<file path="src/rtl/sum_stage_acc_pkg.sv">
// Shared types and defaults for the PE sum stage (SS) and its lanes.
// Control word carried with each multiplier-stage beat, and the tag
// forwarded to post-processing with each completed PSUM vector.
package sum_stage_acc_pkg;

    // Default geometry of one PE column
    localparam int unsigned PEROW_DEF   = 4;
    localparam int unsigned DWD_DEF     = 16;
    localparam int unsigned PSUMDWD_DEF = 24;

    // Per-beat shift amount width; max shift is 2**SHTW-1
    localparam int unsigned SHTW = 3;

    // Post-process control tag width
    localparam int unsigned TAGW = 4;

    typedef logic [TAGW-1:0] ppctl_t;

    typedef struct packed {
        logic            first;
        logic            last;
        logic [SHTW-1:0] sht;
        ppctl_t          tag;
    } ssctl_t;

endpackage

</file>
<file path="src/rtl/sum_acc_lane.sv">
// One row of the sum stage: shift-accumulate of signed beats into a
// PSUMDWD-bit accumulator, publishing the result on the group's last beat.
// Build option: SUMSTAGE_SAT_EN selects saturating shift/add with a sticky
// per-group overflow flag; otherwise arithmetic wraps and ovf is tied 0.
module sum_acc_lane
    import sum_stage_acc_pkg::*;
#(
    parameter int unsigned DWD     = DWD_DEF,
    parameter int unsigned PSUMDWD = PSUMDWD_DEF
) (
    input  logic               clk,
    input  logic               rst_n,
    input  logic               fire,
    input  logic               first,
    input  logic               last,
    input  logic [SHTW-1:0]    sht,
    input  logic [DWD-1:0]     data,
    output logic [PSUMDWD-1:0] sum,
    output logic               ovf
);

    logic signed [DWD-1:0]     data_s;
    logic signed [PSUMDWD-1:0] acc_q;
    logic signed [PSUMDWD-1:0] base;
    logic signed [PSUMDWD-1:0] nxt;

    assign data_s = data;
    // A first beat starts the group from zero regardless of leftover acc
    assign base   = first ? '0 : acc_q;

`ifdef SUMSTAGE_SAT_EN
    localparam int unsigned MAXSH = (2 ** SHTW) - 1;
    localparam int unsigned WIDE  = PSUMDWD + MAXSH;
    localparam logic signed [PSUMDWD-1:0] SMAX = {1'b0, {(PSUMDWD-1){1'b1}}};
    localparam logic signed [PSUMDWD-1:0] SMIN = {1'b1, {(PSUMDWD-1){1'b0}}};

    logic signed [WIDE-1:0]    wide;
    logic signed [PSUMDWD-1:0] shifted;
    logic signed [PSUMDWD:0]   sum_w;
    logic                      sh_ovf;
    logic                      add_ovf;
    logic                      beat_ovf;
    logic                      ovf_q;
    logic                      ovf_out_q;
    logic                      ovf_base;

    // Saturating shift then saturating add, flagging either clip
    always_comb begin
        wide     = WIDE'(base) <<< sht;
        // Shift overflowed if the wide result is not a sign-extension of its low bits
        sh_ovf   = (wide != WIDE'($signed(wide[PSUMDWD-1:0])));
        shifted  = sh_ovf ? (base[PSUMDWD-1] ? SMIN : SMAX) : wide[PSUMDWD-1:0];
        sum_w    = (PSUMDWD+1)'(shifted) + (PSUMDWD+1)'(data_s);
        add_ovf  = (sum_w[PSUMDWD] != sum_w[PSUMDWD-1]);
        nxt      = add_ovf ? (sum_w[PSUMDWD] ? SMIN : SMAX) : sum_w[PSUMDWD-1:0];
        beat_ovf = sh_ovf | add_ovf;
        ovf_base = first ? 1'b0 : ovf_q;
    end

    // Sticky overflow within a group; reported and cleared on the last beat
    always_ff @(posedge clk or negedge rst_n) begin
        if (!rst_n) begin
            ovf_q     <= 1'b0;
            ovf_out_q <= 1'b0;
        end else if (fire) begin
            if (last) begin
                ovf_out_q <= ovf_base | beat_ovf;
                ovf_q     <= 1'b0;
            end else begin
                ovf_q     <= ovf_base | beat_ovf;
            end
        end
    end

    assign ovf = ovf_out_q;
`else
    // Two's-complement wrap; bits shifted past PSUMDWD are dropped
    always_comb begin
        nxt = (base <<< sht) + PSUMDWD'(data_s);
    end

    assign ovf = 1'b0;
`endif

    logic [PSUMDWD-1:0] sum_q;

    // Accumulate on non-last beats; publish and clear acc on the last beat
    always_ff @(posedge clk or negedge rst_n) begin
        if (!rst_n) begin
            acc_q <= '0;
            sum_q <= '0;
        end else if (fire) begin
            if (last) begin
                sum_q <= nxt;
                acc_q <= '0;
            end else begin
                acc_q <= nxt;
            end
        end
    end

    assign sum = sum_q;

endmodule

</file>
<file path="src/rtl/sum_stage_acc.sv">
// PE sum stage: per-row shift-accumulate of multiplier-stage beats, emitting
// one PSUM vector plus its post-process tag per group to the PP stage.
// Build option: SUMSTAGE_SAT_EN enables saturating arithmetic and o_ovf.
module sum_stage_acc
    import sum_stage_acc_pkg::*;
#(
    parameter int unsigned PEROW   = PEROW_DEF,
    parameter int unsigned DWD     = DWD_DEF,
    parameter int unsigned PSUMDWD = PSUMDWD_DEF
) (
    input  logic                            i_clk,
    input  logic                            i_rst_n,
    input  ssctl_t                          i_ctl,
    input  logic                            MS_rdy,
    output logic                            MS_ack,
    input  logic [PEROW-1:0][DWD-1:0]       i_data,
    output logic                            SS_rdy,
    input  logic                            SS_ack,
    output logic [PEROW-1:0][PSUMDWD-1:0]   o_sum,
    output ppctl_t                          o_ppctl,
    output logic [PEROW-1:0]                o_ovf
);

    logic fire;
    logic fire_last;

    // Only a last beat needs the output register; it may reuse it the same
    // cycle the current result is taken.
    assign MS_ack    = MS_rdy && (!i_ctl.last || !SS_rdy || SS_ack);
    assign fire      = MS_rdy && MS_ack;
    assign fire_last = fire && i_ctl.last;

    // Output valid and tag: set by a last beat, cleared by downstream accept
    always_ff @(posedge i_clk or negedge i_rst_n) begin
        if (!i_rst_n) begin
            SS_rdy  <= 1'b0;
            o_ppctl <= '0;
        end else if (fire_last) begin
            SS_rdy  <= 1'b1;
            o_ppctl <= i_ctl.tag;
        end else if (SS_ack) begin
            SS_rdy  <= 1'b0;
        end
    end

    for (genvar r = 0; r < PEROW; r++) begin : g_lane
        sum_acc_lane #(
            .DWD     (DWD),
            .PSUMDWD (PSUMDWD)
        ) u_lane (
            .clk   (i_clk),
            .rst_n (i_rst_n),
            .fire  (fire),
            .first (i_ctl.first),
            .last  (i_ctl.last),
            .sht   (i_ctl.sht),
            .data  (i_data[r]),
            .sum   (o_sum[r]),
            .ovf   (o_ovf[r])
        );
    end

endmodule

</file>
<file path="config.mk">
export PLATFORM = sky130hd
export DESIGN_NAME = sum_stage_acc
export DESIGN_NICKNAME = d
export VERILOG_FILES = /design/src/rtl/sum_stage_acc_pkg.sv /design/src/rtl/sum_acc_lane.sv /design/src/rtl/sum_stage_acc.sv
export SDC_FILE = /design/constraint.sdc
export NUM_CORES = 1
export LEC_CHECK = 0
export CAP_MARGIN = 10
export CELL_PAD_IN_SITES_DETAIL_PLACEMENT = 1
export CELL_PAD_IN_SITES_GLOBAL_PLACEMENT = 1
export CORE_AREA = 2 2 230 232
export DETAILED_ROUTE_END_ITERATION = 16
export DIE_AREA = 0 0 232 234
export PLACE_DENSITY = 0.6
export SLEW_MARGIN = 20
export SYNTH_ARGS = -nofsm -noshare
export SYNTH_HDL_FRONTEND = slang
export SYNTH_HIERARCHICAL = 1
export SYNTH_SLANG_ARGS = --single-unit
</file>
<file path="constraint.sdc">
create_clock -name i_clk -period 3.3 [get_ports i_clk]
set_input_delay 0.99 -clock i_clk [delete_from_list [all_inputs] [get_ports i_clk]]
set_output_delay 0.99 -clock i_clk [all_outputs]
set_load 0.005 [all_outputs]
</file>
======== After elaboration in Yosys (flattened, before gate mapping) ========
Index checks and enable logic that the tools add are counted.
storage, ports and cells
  memory bits (writable) .................. 0
  memories kept ........................... 0
  input bits .............................. 77
  output and inout port bits .............. 106
  word-level logic and storage cells ...... 37
  flip-flop bits (word level) ............. 197
  latch bits .............................. 0
  ROM bits ................................ 0
operators by class
  bitwise gates (word level) .............. 0
  shift-type cells ........................ 4
  $lt $le $gt $ge ......................... 0
  div/mod/pow operators ................... 0
  eq/ne operators ......................... 0
  multipliers ............................. 0
  add/subtract/negate cells ............... 4
  reduce and logical (&&, ||, !) cells .... 9
  multiplexer cells ....................... 10
operators by type and width
  kind               number
  $mux 24            8
  $add 24x16->24     4
  $sshl 24x3->24     4
  $logic_and 1x1->1  3
  $logic_not 1->1    2
  $logic_or 1x1->1   2
  $mux 1             2
  $reduce_and 2->1   1
  $reduce_bool 2->1  1

======== Logic depth before layout (Yosys ltp) ========
Gate-level depths: netlist (run 1).
  depth after elaboration ................. 7
  depth in mapped cells ................... 18
  mapped depth without buffers ............ 14

======== Cells and area by module ========
The synthesis (run 1) kept the hierarchy.
by module, submodules not included
  module                                cells an instance  times used  area an instance (µm²)  sequential area each (µm²)
  sum_acc_lane at g_lane[2].u_lane ...  471                2           3895.0                  1201.2
  sum_acc_lane at g_lane[0].u_lane      465                1           3955.0                  1201.2
  sum_acc_lane at g_lane[1].u_lane      458                1           3918.8                  1201.2
  sum_stage_acc                         14                 1           227.7                   125.1

======== Worst setup path after synthesis (run 1) ========
No wires, ideal clock.
  path type ............................... input-to-reg
  start ................................... in i_ctl[4] (netlist name)
  end ..................................... reg g_lane[1].u_lane.acc_q[23]
  setup slack ............................. -633 ps
  data arrival time ....................... 3864 ps
  stages on the path ...................... 17
  required time ........................... 3231 ps
  setup time .............................. 69 ps
  cells stage by stage .................... buf_6 buf_2 buf_2 mux2i_1 nand2_1 o21ai_0 nor2_1 a21oi_1 nor2_1 ha_1 and3_1 nand2_1 o21a_1 a211oi_2 o21ai_1 or4_1 nand3_1
on the way
  longest elaborated chain between the ends .. 3
RTL lines
  what                  RTL line             source
  start, declared       sum_stage_acc.sv:13  input ssctl_t i_ctl,
  $sshl 24x3->24        sum_acc_lane.sv:79   nxt = (base <<< sht) + PSUMDWD'(data_s);
  $add 24x16->24        sum_acc_lane.sv:79
  $mux 24               sum_acc_lane.sv:93   if (last) begin
  end signal, assigned  sum_acc_lane.sv:97   acc_q <= nxt;
  end, declared         sum_acc_lane.sv:23   logic signed [PSUMDWD-1:0] acc_q;
Every way passes these cells.
A chain may end at the register's enable or synchronous reset.

======== Worst setup path in the final report (run 1) ========
  start ................................... in i_ctl[4] (netlist name)
  end ..................................... reg g_lane[3].u_lane.sum_q[20]
on the way
  longest elaborated chain between the ends .. 2
RTL lines
  what                  RTL line            source
  $sshl 24x3->24        sum_acc_lane.sv:79
  $add 24x16->24        sum_acc_lane.sv:79
  end signal, assigned  sum_acc_lane.sv:94  sum_q <= nxt;
  end, declared         sum_acc_lane.sv:85  logic [PSUMDWD-1:0] sum_q;
Every way passes these cells.

==> run_results.csv, run 1 <==
group,metric,value,unit
floorplan,die_w,232,um
yosys,yosysWarnings,6,
yosys,synth_edf_count,0,
yosys,muxShareOfSynthArea,9.920,%
timing,rsz0062_at_grt,"yes",
yosys,syn-cell-area,15890,um2
floorplan,start_util,30.55,%
cts,cts-root-buf,"clkbuf_16",
yosys,synth_nets,2056,
cts,cts_sinks,197,
status,outcome,"finished with violations",
yosys,yosys-top-cells-count,"nand2_1, dfrtp_1, nor2_1",
global_routing,grt_overflow_total,0,
yosys,ys_ff_latch,197,
floorplan,fp-row-count,84,
cts,cts_hold_buf,0,
yosys,synth_compound_area_share,23.99,%
timing,holdWs,0.4458,ns
timing,tightestPinTransition,0.5335,ns
worst_setup_path,critPathArrivalTime,3.84,ns
worst_setup_path,worst_setup_path_start_kind,"input port",
yosys,ys_types,87,
global_routing,grt_pass1_vias,17880,
power,power_density,452.3,nW/um2
worst_setup_path,path_buf_inv,4,
min_path,hold_path_class,"input port to asynchronous set/reset pin",
yosys,ys_seq_area_share,31.02,%
routing,drtPass1Iterations,5,
floorplan,io_pins,183,
timing,fin_ws,-0.1604,ns
routing,ant_nets,0,
power,ir_worst_vdd,0.3484,mV
floorplan,die-area,54290,um2
timing,hold_viol,0,
routing,vias,16940,
global_routing,grt_pass1_wl,99.13,mm
yosys,async_reset_ff_share,100.0,%
finish,antennaDiodeCount,0,
routing,first_iter_violations,797,
timing,setup_tns,-3.217,ns
timing,finalCriticalPeriod,3.460,ns
worst_setup_path,slowest_stage,"a211o_1",
place,dp_hpwl,47.58,mm
finish,area_growth,63.29,%
yosys,synthXorXnorAreaFrac,4.464,%
worst_setup_path,critPathKind,"input port to flop",
cts,htree_levels,4,
routing,wirelength,66.65,mm
routing,viasPerCell,5.273,
finish,n_fill_cell,5865,
yosys,synth_top_family_by_area,"compound AO/OA/AOI/OAI gates",
cts,cts.path.max_buffers,2,
global_routing,grt_max_degree,69,
routing,drc,0,
finish,postLayoutCoreUtil,49.88,%
timing,max_freq,289.0,MHz
worst_setup_path,path_delay_family,"compound AO/OA/AOI/OAI gates",
cts,cts_tree,"built",
routing,wl_per_cell,20.75,um
yosys,synthFlopType,"dfrtp_1",
timing,fin_crit_sh,104.9,%
global_routing,antenna_found_initial,1,
yosys,synth_top_cell_area_share,31.02,%
finish,drive_above_1_share,40.53,%
yosys,synth-simple-area-share,16.80,%
job,drv_cap,0,
yosys,ys_top_cells_by_area,"dfrtp_1, ha_1, nand2_1, mux2i_1, a21oi_1",
yosys,synth_cells,1879,
finish,nets,2689,
timing,relSlewSlack,64.43,%
floorplan,die_h,234,um
place,place.gp.congestion,0.8970,
yosys,yosysTopAreaCell,"dfrtp_1",
worst_setup_path,path_cells,"buf_16 > buf_16 > o211a_1 > a211o_1 > o22ai_4 > ha_4 > nand2_1 > a32o_2 > a31oi_4 > nand4_1 > buf_4 > o31ai_4 > xnor2_2 > buf_4 > o21ai_1",
worst_setup_path,critPathMaxFanout,8,
cts,numCtsBuffers,17,
worst_setup_path,slowest_delay,0.33,ns
global_routing,track_usage,23.41,%
yosys,yosysMostFrequentCell,"nand2_1",
floorplan,core_area,52020,um2
timing,setup_violations,44,
cts,insertion_delay,0.50,ns
yosys,yosys.area_share.adder,8.062,%
power,fin_total_pwr,11740,uW
status,violations,"negative setup slack",
worst_setup_path,cp.required,3.68,ns
yosys,avgSynthCellArea,8.457,um2
timing,finalMaxSlewViolations,0,
timing,finClkSkew,0.01191,ns
place,io_buffers,178,
cts,clk_pin_slew,0.07,ns
power,p_leak,0.01127,uW
worst_setup_path,crit_path_end_kind,"flop",
-- worst paths after layout --
check,startpoint,endpoint,slack (ns),cells after the start
worst max-delay path,i_ctl[4],g_lane[3].u_lane/sum[20]$_DFFE_PN0P_,-0.16,15
worst min-delay path,i_rst_n,g_lane[0].u_lane/sum[11]$_DFFE_PN0P_,0.45,1
worst max register to register,g_lane[3].u_lane/acc_q[4]$_DFFE_PN0P_,g_lane[3].u_lane/acc_q[15]$_DFFE_PN0P_,0.14,15
worst min register to register,g_lane[2].u_lane/sum[2]$_DFFE_PN0P_,g_lane[2].u_lane/sum[2]$_DFFE_PN0P_,0.48,2
max in group asynchronous,i_rst_n,g_lane[2].u_lane/acc_q[8]$_DFFE_PN0P_,2.08,2
min in group i_clk,g_lane[2].u_lane/sum[2]$_DFFE_PN0P_,g_lane[2].u_lane/sum[2]$_DFFE_PN0P_,0.48,2
-- what timing repair did --
| action | in CTS | in global routing |
|---|---|---|
| gates cloned | 4 | 4 |
| pin swaps | 103 | 189 |
| endpoints found under the setup margin | 139 | 125 |
| buffers inserted | 41 | 50 |
| resized for setup | 132 | 296 |
| endpoints found under the hold margin | 0 | 0 |
-- cell usage in the layout, fill, tap and decap left out, drive strengths merged, types with 5 or more instances in the layout --
master         instances
clkdlybuf4s50        172
xor2                  34
o211a                  9
a21o                  29
nor4                   6
o21a                   7
nor2                 142
o2bb2ai               24
o21bai                 7
a31oi                 16
mux2                  19
clkinvlp               6
and2                  13
o21ai                150
dfrtp                197
xnor2                 47
a21oi                131
nand3b                 8
nand3                 30
mux4                  21
mux2i                 87
clkbuf                25
o31ai                 11
o211ai                11
a31o                   6
nand4                 27
nor2b                 22
or3                    7
o31a                   5
a211oi                38
buf                  558
a211o                 20
nor3                  34
ha                    96
inv                   97
nand2                243
o22ai                 59
or4                    7
and3                   8
nand2b                25
-- flip-flops by register name, summed over array words and instances, names as in the netlist --
signal / cells
g_lane.u_lane/acc_q: 96
SS_rdy: 1
g_lane.u_lane/sum: 96
o_ppctl: 4
-- per-stage QoR --
step | instances | setup slack [ns] | instance area (um2)
3_3_place_gp | 3088 | -0.9360 | 22220
3_5_place_dp | 3088 | -1.040 | 22220
6_report | 3212 | -0.1604 | 25950
2_1_floorplan | 1879 | -0.3107 | 16610
4_1_cts | 3163 | -0.07968 | 23940
5_1_grt | 3212 | -0.2468 | 25950
-- worst reg2reg max path, cell delays in order, from the launching register on --
cell and delay (ns):
dfrtp_1 0.42, inv_1 0.12, o21ai_4 0.17, nor2_1 0.10, a211o_4 0.30, mux2i_4 0.23
ha_4 0.27, buf_4 0.14, a21o_1 0.19, buf_6 0.13, a31oi_4 0.21, a211oi_2 0.13
nor2b_1 0.18, xor2_1 0.20, buf_4 0.17, o22ai_1 0.07
-- where the power goes --
group	total, uW	switching, uW	leakage (uW)	internal, uW
Combinational	5990	2840	0.00848	3150
Clock	2360	1050	0.000300	1310
Sequential	3380	446	0.00249	2940
Total	11700	4340	0.0113	7400
-- cell families after synthesis --
group | after synthesis
other cells | 4
xor+xnor | 81
fa+ha+maj | 100
compound gates | 567
mux | 127
simple gates | 582
flops | 197
buf+inv | 221
-- metal layers --
metal / routed length, um / vias up / part of all wire (%) / track usage, %
li1: - / 8059 / - / -
met1: 29260 / 8547 / 44 / 29.40
met2: 33910 / 255 / 51 / 41.01
met3: 2111 / 75 / 3.2 / 3.952
met4: 1344 / 2 / 2.0 / 7.071
met5: 13 / - / 0.020 / 0
-- cell type report --
cell class                      count  area, um2  share of cell area (%)
Clock buffer                       21      460.4                   1.774
Clock inverter                     10      170.2                  0.6557
Inverter                          100      390.4                   1.504
Multi-Input combinational cell   1461      12590                   48.52
Sequential cell                   197       4930                   19.00
Tap cell                          688      860.8                   3.317
Timing Repair Buffer              735       6549                   25.24
Power figures use the tool's default switching activity.
==> run 2, diff against run 1 <==
GPL_ROUTABILITY_DRIVEN = 0   (was default)
==> run 2 against run 1 <==
  * The run still ends with negative setup slack left
  * Wire length increased by 1.5%
  * Clock skew up 0.0020 ns
  * Flip-flop and latch count is the same
  * Clock power down 5%
  * Non-clock buffer count is 6 higher
  * Utilization is 0.58 points higher
  * Via count up 0.75%
  * Largest cell class unchanged
==> run_results.csv, run 2 (same netlist as run 1, synthesis figures left out) <==
group,metric,value,unit
routing,vias,17070,
finish,nets,2695,
floorplan,die_h,234,um
job,drv_cap,0,
place,numPlacedInstances,3090,
global_routing,track_usage,23.25,%
finish,layoutNonFillerInstCount,3219,
place,place_ws,-0.9981,ns
place,dpl_cell_area,22190,um2
worst_setup_path,crit_path_end_kind,"flop",
floorplan,io_pins,183,
routing,ant_nets,0,
floorplan,start_util,30.55,%
timing,max_freq,286.7,MHz
worst_setup_path,r2r_cells,13,
finish,most-common-layout-cells,"buf_4, nand2_1, dfrtp_1",
floorplan,die_w,232,um
floorplan,fp-row-count,84,
timing,finalMaxSlewViolations,0,
routing,wirelength,67.62,mm
timing,hold_viol,0,
cts,htree_levels,4,
finish,n_fill_cell,5855,
place,io_buffers,178,
timing,relSlewSlack,41.78,%
worst_setup_path,critPathMaxFanout,6,
cts,insertion_delay,0.50,ns
finish,register_area,4930,um2
worst_setup_path,worst_setup_path_start_kind,"input port",
floorplan,core_area,52020,um2
routing,first_iter_violations,760,
cts,cts_tree,"built",
worst_setup_path,critPathArrivalTime,3.86,ns
power,ir_worst_vdd,0.3468,mV
global_routing,antenna_found_initial,3,
cts,cts_sinks,197,
cts,clk_pin_slew,0.08,ns
finish,area_growth,65.21,%
finish,final_cell_area,26250,um2
power,p_leak,0.01130,uW
worst_setup_path,r2r_start,"g_lane[1].u_lane/acc_q[2]$_DFFE_PN0P_",
routing,wl_per_cell,21.01,um
finish,layout_commonest_cell,"buf_4",
floorplan,die-area,54290,um2
finish,drive_above_1_share,42.02,%
min_path,hold_path_end,"g_lane[0].u_lane/sum[12]$_DFFE_PN0P_",
routing,drc,0,
timing,finalCriticalPeriod,3.488,ns
cts,cts-root-buf,"clkbuf_16",
cts,numCtsBuffers,17,
timing,rsz0062_at_grt,"yes",
timing,fin_crit_sh,105.7,%
routing,drtPass1Iterations,5,
power,power_density,447.3,nW/um2
worst_setup_path,critPathKind,"input port to flop",
global_routing,grt_max_degree,91,
timing,finClkSkew,0.01388,ns
global_routing,grt_pass1_vias,17840,
status,violations,"negative setup slack",
timing,setup_violations,38,
worst_setup_path,reg2reg_to,"g_lane[1].u_lane/acc_q[15]$_DFFE_PN0P_",
global_routing,grt_overflow_total,0,
timing,tightestPinTransition,0.8732,ns
worst_setup_path,r2r_setup_slack,0.19,ns
worst_setup_path,cp.required,3.68,ns
cts,cts.path.max_buffers,2,
routing,viasPerCell,5.301,
min_path,hold_start,"g_lane[0].u_lane/sum[12]$_DFFE_PN0P_",
min_path,hold_path_class,"flop to flop",
global_routing,grt_pass1_wl,98.40,mm
finish,multi_input_comb_area,12890,um2
timing,fin_ws,-0.1881,ns
place,dp_hpwl,47.56,mm
status,outcome,"finished with violations",
power,fin_total_pwr,11740,uW
min_path,min_path_cells,2,
run 2: cell types whose count changed in the layout (fill, tap and decap cells not counted), sizes merged:
cell / previous run / this run
bufinv: 4 / 3
diode: 0 / 1
clkinvlp: 6 / 2
clkbuf: 25 / 23
buf: 558 / 565
inv: 97 / 101
clkinv: 3 / 5
run 2: power by group:
group | switching, uW | internal, uW | total, uW
Combinational | 2890 | 3190 | 6080
Clock | 1060 | 1190 | 2250
Sequential | 468 | 2940 | 3400
run 2: how the worst max path moves through the flow:
stage,startpoint,to,slack (ns)
after floorplan,i_ctl[4],g_lane[1].u_lane/acc_q[23]$_DFFE_PN0P_,-0.31
after global placement,i_ctl[4],g_lane[0].u_lane/acc_q[23]$_DFFE_PN0P_,-0.94
after detailed placement,i_ctl[4],g_lane[0].u_lane/acc_q[23]$_DFFE_PN0P_,-1.0
after CTS,i_ctl[4],g_lane[3].u_lane/sum[20]$_DFFE_PN0P_,-0.1
after global routing,i_ctl[4],g_lane[2].u_lane/acc_q[16]$_DFFE_PN0P_,-0.27
final,i_ctl[4],g_lane[2].u_lane/acc_q[16]$_DFFE_PN0P_,-0.19
run 2: timing repair:
action                                  CTS  global route
endpoints found under the setup margin  141           132
resized for setup                       133           365
cloned                                    7             3
hold buffers                              0             0
pin swaps                                64           208
buffers inserted                         28            62
run 2: stage by stage:
step                      util [%]  hold slack (ns)  TNS (ns)
final                        50.46           0.4826    -2.750
after CTS                    45.88           0.4891   -0.7388
after global routing         50.46           0.5171    -8.799
after global placement       42.65           0.4602   -103.87
after floorplan                  -           0.4516    -15.18
after detailed placement     42.65           0.4719   -114.29
run 2: final cells by class:
cell class	instances	share of cell area, %
multi-input cells	1461	49.12
repair buffers	741	25.14
flip-flops and latches	197	18.78
well taps	688	3.279
clock buffers	20	1.663
inverters	100	1.454
clock inverters	11	0.5624
diodes	1	0.009532
run 2: per-layer routing:
metal	wire length, um	up-vias	track usage, %
met2	34490	273	40.92
met5	19	-	0
li1	-	8069	-
met1	29550	8635	29.29
met3	2171	84	4.049
met4	1396	4	6.190
run 2: worst max-delay path: stages:
cell and delay [ns]:
buf_16 0.14, buf_12 0.14, clkbuf_16 0.14, o21ai_4 0.17, nor2_1 0.06, a21oi_1 0.18, mux2i_1 0.10, nor2_1 0.17
ha_1 0.32, a21o_1 0.25, a2111oi_4 0.28, nand2_1 0.17, nand4_1 0.15, buf_6 0.15, o21ai_2 0.07, xnor2_1 0.14
buf_4 0.16, o22ai_1 0.06
